===== src/rtl/mips_cpu_hilo_pkg.sv =====
// Shared op-codes, FSM state type and helpers for the HI/LO multiply/divide unit.
// The op-code values are also used by the control decoder.
package mips_cpu_hilo_pkg;

  localparam logic [4:0] OpMult  = 5'd2;
  localparam logic [4:0] OpMultu = 5'd22;
  localparam logic [4:0] OpDiv   = 5'd3;
  localparam logic [4:0] OpDivu  = 5'd23;
  localparam logic [4:0] OpMthi  = 5'd24;
  localparam logic [4:0] OpMtlo  = 5'd25;

  typedef enum logic [1:0] {
    StIdle,
    StMul,
    StDiv,
    StFix
  } state_e;

  // Unsigned magnitude: abs(0x80000000) stays 0x80000000.
  function automatic logic [31:0] abs32(input logic [31:0] v);
    return v[31] ? -v : v;
  endfunction

endpackage


===== src/rtl/mips_cpu_divstep.sv =====
// One restoring-division step: shift in a dividend bit, trial-subtract the divisor,
// keep the difference and emit a 1 quotient bit when it does not borrow.
module mips_cpu_divstep (
  input  logic [32:0] rem,
  input  logic        dbit,
  input  logic [31:0] divisor,
  output logic [32:0] rem_next,
  output logic        qbit
);

  logic [33:0] shifted;
  logic [33:0] diff;

  always_comb begin
    shifted  = {rem, dbit};
    diff     = shifted - {2'b00, divisor};
    qbit     = ~diff[33];
    rem_next = qbit ? diff[32:0] : shifted[32:0];
  end

endmodule


===== src/rtl/mips_cpu_hilo_muldiv.sv =====
// Iterative multiply/divide unit owning HI/LO; also applies MTHI/MTLO writes.
// Define MIPS_CPU_MULDIV_FAST_MUL_EN for a single-cycle multiply (divide is unchanged).
module mips_cpu_hilo_muldiv
  import mips_cpu_hilo_pkg::*;
#(
  parameter int unsigned XLEN  = 32,
  parameter int unsigned CNT_W = 6
) (
  input  logic            clk,
  input  logic            reset,
  input  logic            start,
  input  logic [4:0]      op,
  input  logic [XLEN-1:0] a,
  input  logic [XLEN-1:0] b,
  output logic            busy,
  output logic            done,
  output logic [XLEN-1:0] hi,
  output logic [XLEN-1:0] lo
);

  state_e              state_q, state_d;
  logic [CNT_W-1:0]    cnt_q, cnt_d;
  logic [2*XLEN-1:0]   acc_q, acc_d;
  logic [XLEN:0]       rem_q, rem_d;
  logic [XLEN-1:0]     opnd_q, opnd_d;
  logic [XLEN-1:0]     hi_q, hi_d;
  logic [XLEN-1:0]     lo_q, lo_d;
  logic                neg_quo_q, neg_quo_d;
  logic                neg_rem_q, neg_rem_d;
  logic                is_div_q, is_div_d;
  logic                done_q, done_d;

  logic                is_signed;
  logic [XLEN-1:0]     a_abs, b_abs;
  logic [XLEN:0]       mul_sum;
  logic [2*XLEN-1:0]   prod_fix;
  logic [XLEN:0]       rem_next;
  logic                qbit;

  // The remainder register only ever holds values below the divisor.
  mips_cpu_divstep u_divstep (
    .rem      (rem_q),
    .dbit     (acc_q[XLEN-1]),
    .divisor  (opnd_q),
    .rem_next (rem_next),
    .qbit     (qbit)
  );

  always_comb begin
    is_signed = (op == OpMult) || (op == OpDiv);
    a_abs     = is_signed ? abs32(a) : a;
    b_abs     = is_signed ? abs32(b) : b;
    // acc holds {partial product, remaining multiplier bits}.
    mul_sum   = {1'b0, acc_q[2*XLEN-1:XLEN]} + (acc_q[0] ? {1'b0, opnd_q} : '0);
    prod_fix  = neg_quo_q ? -acc_q : acc_q;
  end

  always_comb begin
    state_d   = state_q;
    cnt_d     = cnt_q;
    acc_d     = acc_q;
    rem_d     = rem_q;
    opnd_d    = opnd_q;
    hi_d      = hi_q;
    lo_d      = lo_q;
    neg_quo_d = neg_quo_q;
    neg_rem_d = neg_rem_q;
    is_div_d  = is_div_q;
    done_d    = 1'b0;

    unique case (state_q)
      StIdle: begin
        if (start) begin
          case (op)
            OpMult, OpMultu: begin
              neg_quo_d = is_signed & (a[XLEN-1] ^ b[XLEN-1]);
              neg_rem_d = is_signed & a[XLEN-1];
              is_div_d  = 1'b0;
              cnt_d     = '0;
              opnd_d    = a_abs;
`ifdef MIPS_CPU_MULDIV_FAST_MUL_EN
              acc_d     = {{XLEN{1'b0}}, a_abs} * {{XLEN{1'b0}}, b_abs};
              state_d   = StFix;
`else
              acc_d     = {{XLEN{1'b0}}, b_abs};
              state_d   = StMul;
`endif
            end
            OpDiv, OpDivu: begin
              neg_quo_d = is_signed & (a[XLEN-1] ^ b[XLEN-1]);
              neg_rem_d = is_signed & a[XLEN-1];
              is_div_d  = 1'b1;
              cnt_d     = '0;
              opnd_d    = b_abs;
              acc_d     = {{XLEN{1'b0}}, a_abs};
              rem_d     = '0;
              state_d   = StDiv;
            end
            OpMthi:  hi_d = a;
            OpMtlo:  lo_d = a;
            default: ;
          endcase
        end
      end
      StMul: begin
        acc_d = {mul_sum, acc_q[XLEN-1:1]};
        cnt_d = cnt_q + CNT_W'(1);
        if (cnt_q == CNT_W'(XLEN - 1)) state_d = StFix;
      end
      StDiv: begin
        // Low half shifts dividend bits out the top and quotient bits in the bottom.
        acc_d = {acc_q[2*XLEN-1:XLEN], acc_q[XLEN-2:0], qbit};
        rem_d = rem_next;
        cnt_d = cnt_q + CNT_W'(1);
        if (cnt_q == CNT_W'(XLEN - 1)) state_d = StFix;
      end
      StFix: begin
        if (is_div_q) begin
          lo_d = neg_quo_q ? -acc_q[XLEN-1:0] : acc_q[XLEN-1:0];
          hi_d = neg_rem_q ? -rem_q[XLEN-1:0] : rem_q[XLEN-1:0];
        end else begin
          hi_d = prod_fix[2*XLEN-1:XLEN];
          lo_d = prod_fix[XLEN-1:0];
        end
        done_d  = 1'b1;
        state_d = StIdle;
      end
      default: state_d = StIdle;
    endcase
  end

  always_ff @(posedge clk) begin
    if (reset) begin
      state_q   <= StIdle;
      cnt_q     <= '0;
      acc_q     <= '0;
      rem_q     <= '0;
      opnd_q    <= '0;
      hi_q      <= '0;
      lo_q      <= '0;
      neg_quo_q <= 1'b0;
      neg_rem_q <= 1'b0;
      is_div_q  <= 1'b0;
      done_q    <= 1'b0;
    end else begin
      state_q   <= state_d;
      cnt_q     <= cnt_d;
      acc_q     <= acc_d;
      rem_q     <= rem_d;
      opnd_q    <= opnd_d;
      hi_q      <= hi_d;
      lo_q      <= lo_d;
      neg_quo_q <= neg_quo_d;
      neg_rem_q <= neg_rem_d;
      is_div_q  <= is_div_d;
      done_q    <= done_d;
    end
  end

  assign busy = (state_q != StIdle);
  assign done = done_q;
  assign hi   = hi_q;
  assign lo   = lo_q;

endmodule


===== config.mk =====
export PLATFORM = sky130hd
export DESIGN_NAME = mips_cpu_hilo_muldiv
export DESIGN_NICKNAME = d
export VERILOG_FILES = /design/src/rtl/mips_cpu_hilo_pkg.sv /design/src/rtl/mips_cpu_divstep.sv /design/src/rtl/mips_cpu_hilo_muldiv.sv
export SDC_FILE = /design/constraint.sdc
export NUM_CORES = 1
export LEC_CHECK = 0
export ABC_AREA = 0
export CELL_PAD_IN_SITES_DETAIL_PLACEMENT = 0
export CELL_PAD_IN_SITES_GLOBAL_PLACEMENT = 1
export CORE_ASPECT_RATIO = 0.5
export CORE_MARGIN = 4
export CORE_UTILIZATION = 44
export DETAILED_ROUTE_END_ITERATION = 8
export DONT_BUFFER_PORTS = 1
export PLACE_DENSITY = 0.84
export SLEW_MARGIN = 20
export SYNTH_ARGS = -nofsm -noshare
export SYNTH_HDL_FRONTEND = slang
export SYNTH_SLANG_ARGS = --single-unit
export TNS_END_PERCENT = 30

===== constraint.sdc =====
create_clock -name clk -period 3.05 [get_ports clk]
set_input_delay 0.61 -clock clk [delete_from_list [all_inputs] [get_ports clk]]
set_output_delay 0.61 -clock clk [all_outputs]
set_load 0.02 [all_outputs]

# --- Yosys cells after proc, flatten, opt, wreduce, memory -nomap -nowiden ---
# Cells that the tools add are included.
word_totals:
  ff_bits: 205
  in_bits: 72
  output_inout_bits: 66
  wordCells: 97
classes:
  add_sub_neg: 8
  eq_ne: 17
  muxes: 33
  n_bitwise: 5
  n_reduce_logical: 22
ops:
  columns: ["cell", "count"]
  rows:
  - ["two-way mux 32 bit", 13]
  - ["one-hot mux 32 bit (2 select lines)", 3]
  - ["one-hot mux 64 bit (3 select lines)", 1]
  - ["two-way mux 64 bit", 2]
  - ["negator 32 bit", 4]
  - ["one-hot mux 64 bit (2 select lines)", 1]
  - ["two-way mux 33 bit", 3]
  - ["one-hot mux 33 bit (2 select lines)", 1]
  - ["negator 64 bit", 1]
  - ["subtractor 34 x 32 -> 34 bit", 1]
  - ["adder 32 x 32 -> 33 bit", 1]
  - ["AND reduction 3 bit", 8]
  - ["== test 5 bit, second input constant", 4]
  - ["two-way mux 6 bit", 2]
  - ["one-hot mux 6 bit (2 select lines)", 1]
  - ["nonzero test 2 bit", 6]
  - ["== test 5 x 2 -> 1 bit, second input constant", 2]
  - ["!= test 2 x 1 -> 1 bit, second input constant", 4]
  - ["adder 6 x 1 -> 6 bit, second input constant", 1]
  - ["== test 6 x 5 -> 1 bit, second input constant", 1]
  - ["one-hot mux 2 bit (3 select lines)", 1]
  - ["OR reduction 2 bit", 3]
  - ["== test 2 bit, second input constant", 2]
  - ["two-way mux 2 bit", 2]
  - ["14 further kinds", 17]

# --- Depth between registers and ports, before layout ---
logic_depth:
  word_depth: 6
  ltp_mapped: 14

# --- By module ---
# A second synthesis with hierarchy kept.
unflattened:
  hier_cells: 2172
  area_unflattened_um2: 16190.5
modules_own_cells:
  columns: ["module", "n_inst", "cells_per_inst", "area_per_inst_um2", "seq_area_each_um2"]
  rows:
  - ["mips_cpu_hilo_muldiv", 1, 1866, 13977.2, 4103.9]
  - ["mips_cpu_divstep", 1, 306, 2213.4, 0.0]

# --- Worst setup path before layout ---
# Ideal clock, no wire load.
synth_timing:
  path_type: "register -> register"
  start: "reg acc_q[31]"
  end: "reg rem_q[32]"
  setup_ns: 0.063
  arrival_time_ns: 3.198
  setup_slack_ns: -0.210
  stages_incl_launch_ff: 14
  synth_period_minus_slack_ns: 3.260
  cell_sequence: "dfxtp_1 inv_1 ha_1 inv_1 fa_1 a211o_1 a2111oi_0 o21ai_0 a211oi_1 or2_2 o21ai_0 a21o_1 or4_1 nand3_1"
synth_via:
  elab_chain_len: 3
synth_lines:
  columns: ["item", "line", "text"]
  rows:
  - ["start: declaration", "mips_cpu_hilo_muldiv.sv:23", "logic [2*XLEN-1:0] acc_q, acc_d;"]
  - ["start signal: assignment", "mips_cpu_hilo_muldiv.sv:136", "acc_q <= '0;"]
  - ["start signal: assignment", "mips_cpu_hilo_muldiv.sv:148", "acc_q <= acc_d;"]
  - ["subtractor 34 x 32 -> 34 bit", "mips_cpu_divstep.sv:16", "diff = shifted - {2'b00, divisor};"]
  - ["two-way mux 33 bit", "mips_cpu_divstep.sv:18", "rem_next = qbit ? diff[32:0] : shifted[32:0];"]
  - ["one-hot mux 33 bit (2 select lines)", "mips_cpu_hilo_muldiv.sv:71", "unique case (state_q)"]
  - ["end signal: assignment", "mips_cpu_hilo_muldiv.sv:149", "rem_q <= rem_d;"]
  - ["end: declaration", "mips_cpu_hilo_muldiv.sv:24", "logic [XLEN:0] rem_q, rem_d;"]
# Every way passes these cells.
# A chain may end at the register's enable or synchronous reset.

# --- Worst setup path in the final report ---
layout_timing:
  start: "reg acc_q[10]"
  end: "reg hi_q[30] (netlist: hi[30])"
layout_via:
  elab_chain_len: 4
layout_lines:
  columns: ["item", "line", "text"]
  rows:
  - ["negator 64 bit", "mips_cpu_hilo_muldiv.sv:55", "prod_fix = neg_quo_q ? -acc_q : acc_q;"]
  - ["two-way mux 64 bit", "mips_cpu_hilo_muldiv.sv:55", null]
  - ["two-way mux 32 bit", "mips_cpu_hilo_muldiv.sv:118", "if (is_div_q) begin"]
  - ["one-hot mux 32 bit (2 select lines)", "mips_cpu_hilo_muldiv.sv:71", null]
  - ["end signal: assignment", "mips_cpu_hilo_muldiv.sv:151", "hi_q <= hi_d;"]
  - ["end: declaration", "mips_cpu_hilo_muldiv.sv:26", "logic [XLEN-1:0] hi_q, hi_d;"]
# Every way passes these cells.

==> flow_summary.yaml <==
setup_path:
  startpoint_type: "flop"
  endpoint_kind: "flop"
  worstSetupPathType: "reg2reg"
  reg2reg_depth: 10
  r2r_start: "acc_q[10]$_SDFFE_PP0P_"
  critical_path_arrival_ps: 3590
  r2r_end: "hi[30]$_SDFFE_PP0P_"
  cp.required_ps: 3520
  crit_fanout: 5
  r2r_slack_ps: -70
logic_synthesis:
  syn_area_per_cell_sq_um: 7.45
  synth.net_count: 2357
  async_flop_share_pct: 0
  ys_ff_latch: 205
  synth_ff_type: "dfxtp_1"
  ys_seq_area_share_pct: 24.9
  netlist_top_cells_area: "dfxtp_1 (25%), nor2_1 (6.6%), ha_1 (5.5%)"
  syn_inst: 2210
  synth_top_area_share_pct: 24.9
  synth_edf_count: 0
  yosysUniqueCellTypes: 85
  netlist_area_sq_um: 16500
  yosys_warnings: 0
  synth_top_cell_by_area: "dfxtp_1"
grt:
  grt_max_degree: 170
  grt_pass1_vias: 16400
  grt_util_all_layers_pct: 31.6
  grt_pass1_wl_mm: 99.8
  antenna_found_initial: 2
  grt_overflow_total: 0
finish:
  nets: 2536
  drive_gt1_share_pct: 20.0
  post-route-util_pct: 55.2
  n_fill_cell: 3523
  layout_common_cells: "buf_4 (300), nor2_1 (290), dfxtp_1 (191)"
  num_antenna_cells: 0
  final_common_cell: "buf_4"
  synthToLayoutAreaGrowth_pct: 22.2
  fin_area_sq_um: 20100
  fin_cells: 2889
status:
  status: "complete, but fails checks"
  failed_checks: "setup timing"
clocking:
  tritoncts: "yes"
  cts_made_buffers: 22
  cts_htree_levels: 1
  clock-sinks: 205
  clock_latency_ps: 560
  clk_path_buf_depth: 3
  holdBufCountCts: 0
  clockRootBuffer: "clkbuf_16"
  path_clk_slew_ps: 70
place:
  place.gp.congestion: 1.02
  portBuffers: 0
  pre_cts_ws_ps: -313
  place_inst: 2831
  hpwlAfterDp_mm: 51.8
  dpl-instance-area_sq_um: 18700
routing:
  route.vias.total: 18000
  postRouteWirelength_mm: 66.9
  drt_iter0_markers: 2420
  drc: 0
  viasPerCell: 6.25
  firstDrtPassIters: 7
  ant_nets: 0
  wire_per_inst_um: 23.2
sta:
  drv_slew: 0
  slew_headroom_pct: 18.9
  period_needed_ps: 3120
  finalHoldViolCount: 0
  rsz0062_at_grt: "yes"
  fmax_mhz: 320
  fin_crit_sh_pct: 102
  setup_violations: 11
  fin_worst_skew_ps: 31.9
  tightest_slew_ps: 1210
  hold_ws_ps: 177
  setup_ws_ps: -70.3
floorplanning:
  row_count: 49
  fp.dieH_um: 145
  die_area_sq_um: 40800
  core_sq_um: 36400
  io_pins: 138
  fp.dieW_um: 282
  start_util_pct: 45.2
power:
  p_per_area_nw_per_um2: 483
  seqPwrFrac_pct: 30.7
  pwr-share-comb_pct: 36.3
  p_int_uw: 6300
  p_sw_share_pct: 35.2
  p_leak_uw: 0.00811
  p_switching_uw: 3420
  p_clk_share_pct: 33.0
  irDropWorstVdd_v: 0.000369
worst_hold_path:
  min_from: "reset"
  hold_end: "rem_q[12]$_SDFFE_PP0P_"
  holdPathStages: 1
  hold_class: "in2reg"
flow_run:
  maxCapViolations: 0
## metal layers
| layer | vias up | GRT usage (%) | share of wire, % |
|---|---|---|---|
| met5 | - | 0 | 0.025 |
| met4 | 4 | 8.19 | 3.1 |
| met3 | 133 | 7.79 | 11 |
| met2 | 856 | 49.4 | 43 |
| met1 | 8614 | 44.0 | 43 |
| li1 | 8437 | - | - |
## cell families (layout without fill, tap and decap cells)
| family | count (synthesis) | count (layout) | synth area share (%) |
|---|---|---|---|
| compound gates | 724 | 724 | 29.2 |
| simple gates | 727 | 727 | 20.5 |
| buf+inv | 234 | 429 | 6.07 |
| mux | 48 | 48 | 3.04 |
| flops | 205 | 205 | 24.9 |
| fa+ha+maj | 75 | 75 | 5.79 |
| xor+xnor | 197 | 197 | 10.5 |
## what timing repair did
| action | 4_1_cts | 5_1_grt |
|---|---|---|
| buffers inserted | 9 | 7 |
| gates cloned | 2 | 0 |
| resized for setup | 48 | 84 |
| endpoints found under the setup margin | 43 | 64 |
| pin swaps | 26 | 16 |
## power groups by stage
stage | Clock, uW | Sequential [uW] | Combinational (uW)
final | 3210 | 2980 | 3530
after global routing | 3340 | 3000 | 3790
after CTS | 3220 | 2970 | 3310
after detailed placement | 0 | 3030 | 3170
after global placement | 0 | 3020 | 3150
after floorplan | 0 | 3020 | 1920
## synth_stat cells (all sizes together) (18+ instances only)
| cell | number |
|---|---|
| nand4 | 19 |
| or3 | 20 |
| a22oi | 32 |
| nor4 | 23 |
| or4 | 22 |
| clkbuf | 134 |
| inv | 80 |
| ha | 73 |
| nand2 | 178 |
| o211ai | 19 |
| o21ai | 167 |
| mux2i | 32 |
| o31ai | 31 |
| xor2 | 94 |
| a211oi | 106 |
| nor3 | 55 |
| dfxtp | 205 |
| nor2b | 19 |
| a21o | 28 |
| xnor2 | 103 |
| nand3 | 32 |
| a221oi | 41 |
| a21oi | 162 |
| o41ai | 18 |
| nor2 | 291 |
## critical path, stage by stage (launching register included)
cell and delay, ps:
dfxtp_2 320, or4_4 570, nor4_4 240, buf_4 180, nand4_1 210, or4_4 500
buf_6 160, o31ai_2 230, xnor2_1 150, o211ai_1 140, a311oi_1 320
## per-stage QoR
stage / TNS [ps] / power, uW
after floorplan: -158 / 4940
final: -364 / 9720
after global placement: -1430 / 6180
after CTS: -20.9 / 9510
after global routing: -3380 / 10100
after detailed placement: -3430 / 6200
## registers in the layout, indices dropped and copies added, names as in the netlist, 2 cells and up
register and cells:
acc_q 64, lo 32, cnt_q 6, state_q 2
hi 32, rem_q 33, opnd_q 32
## how the worst max path moves through the flow
stage	startpoint	end	slack [ps]	cells after the start
floorplan	a[5]	opnd_q[25]$_SDFFE_PP0P_	-60	8
global placement	acc_q[31]$_SDFFE_PP0P_	hi[17]$_SDFFE_PP0P_	-180	9
detailed placement	acc_q[31]$_SDFFE_PP0P_	rem_q[32]$_SDFFE_PP0P_	-310	13
CTS	acc_q[31]$_SDFFE_PP0P_	rem_q[32]$_SDFFE_PP0P_	-20	13
global route	acc_q[10]$_SDFFE_PP0P_	hi[14]$_SDFFE_PP0P_	-170	11
finish	acc_q[10]$_SDFFE_PP0P_	hi[30]$_SDFFE_PP0P_	-70	10
## layout make-up
type / instances / area, sq um / share of cell area [%]
well taps: 484 / 606 / 3.01
clock inverters: 16 / 258 / 1.28
inverters: 81 / 314 / 1.56
clock buffers: 24 / 578 / 2.87
flip-flops and latches: 205 / 4130 / 20.5
repair buffers: 308 / 2370 / 11.8
multi-input cells: 1771 / 11900 / 58.9
(Power assumes the default switching activity.)
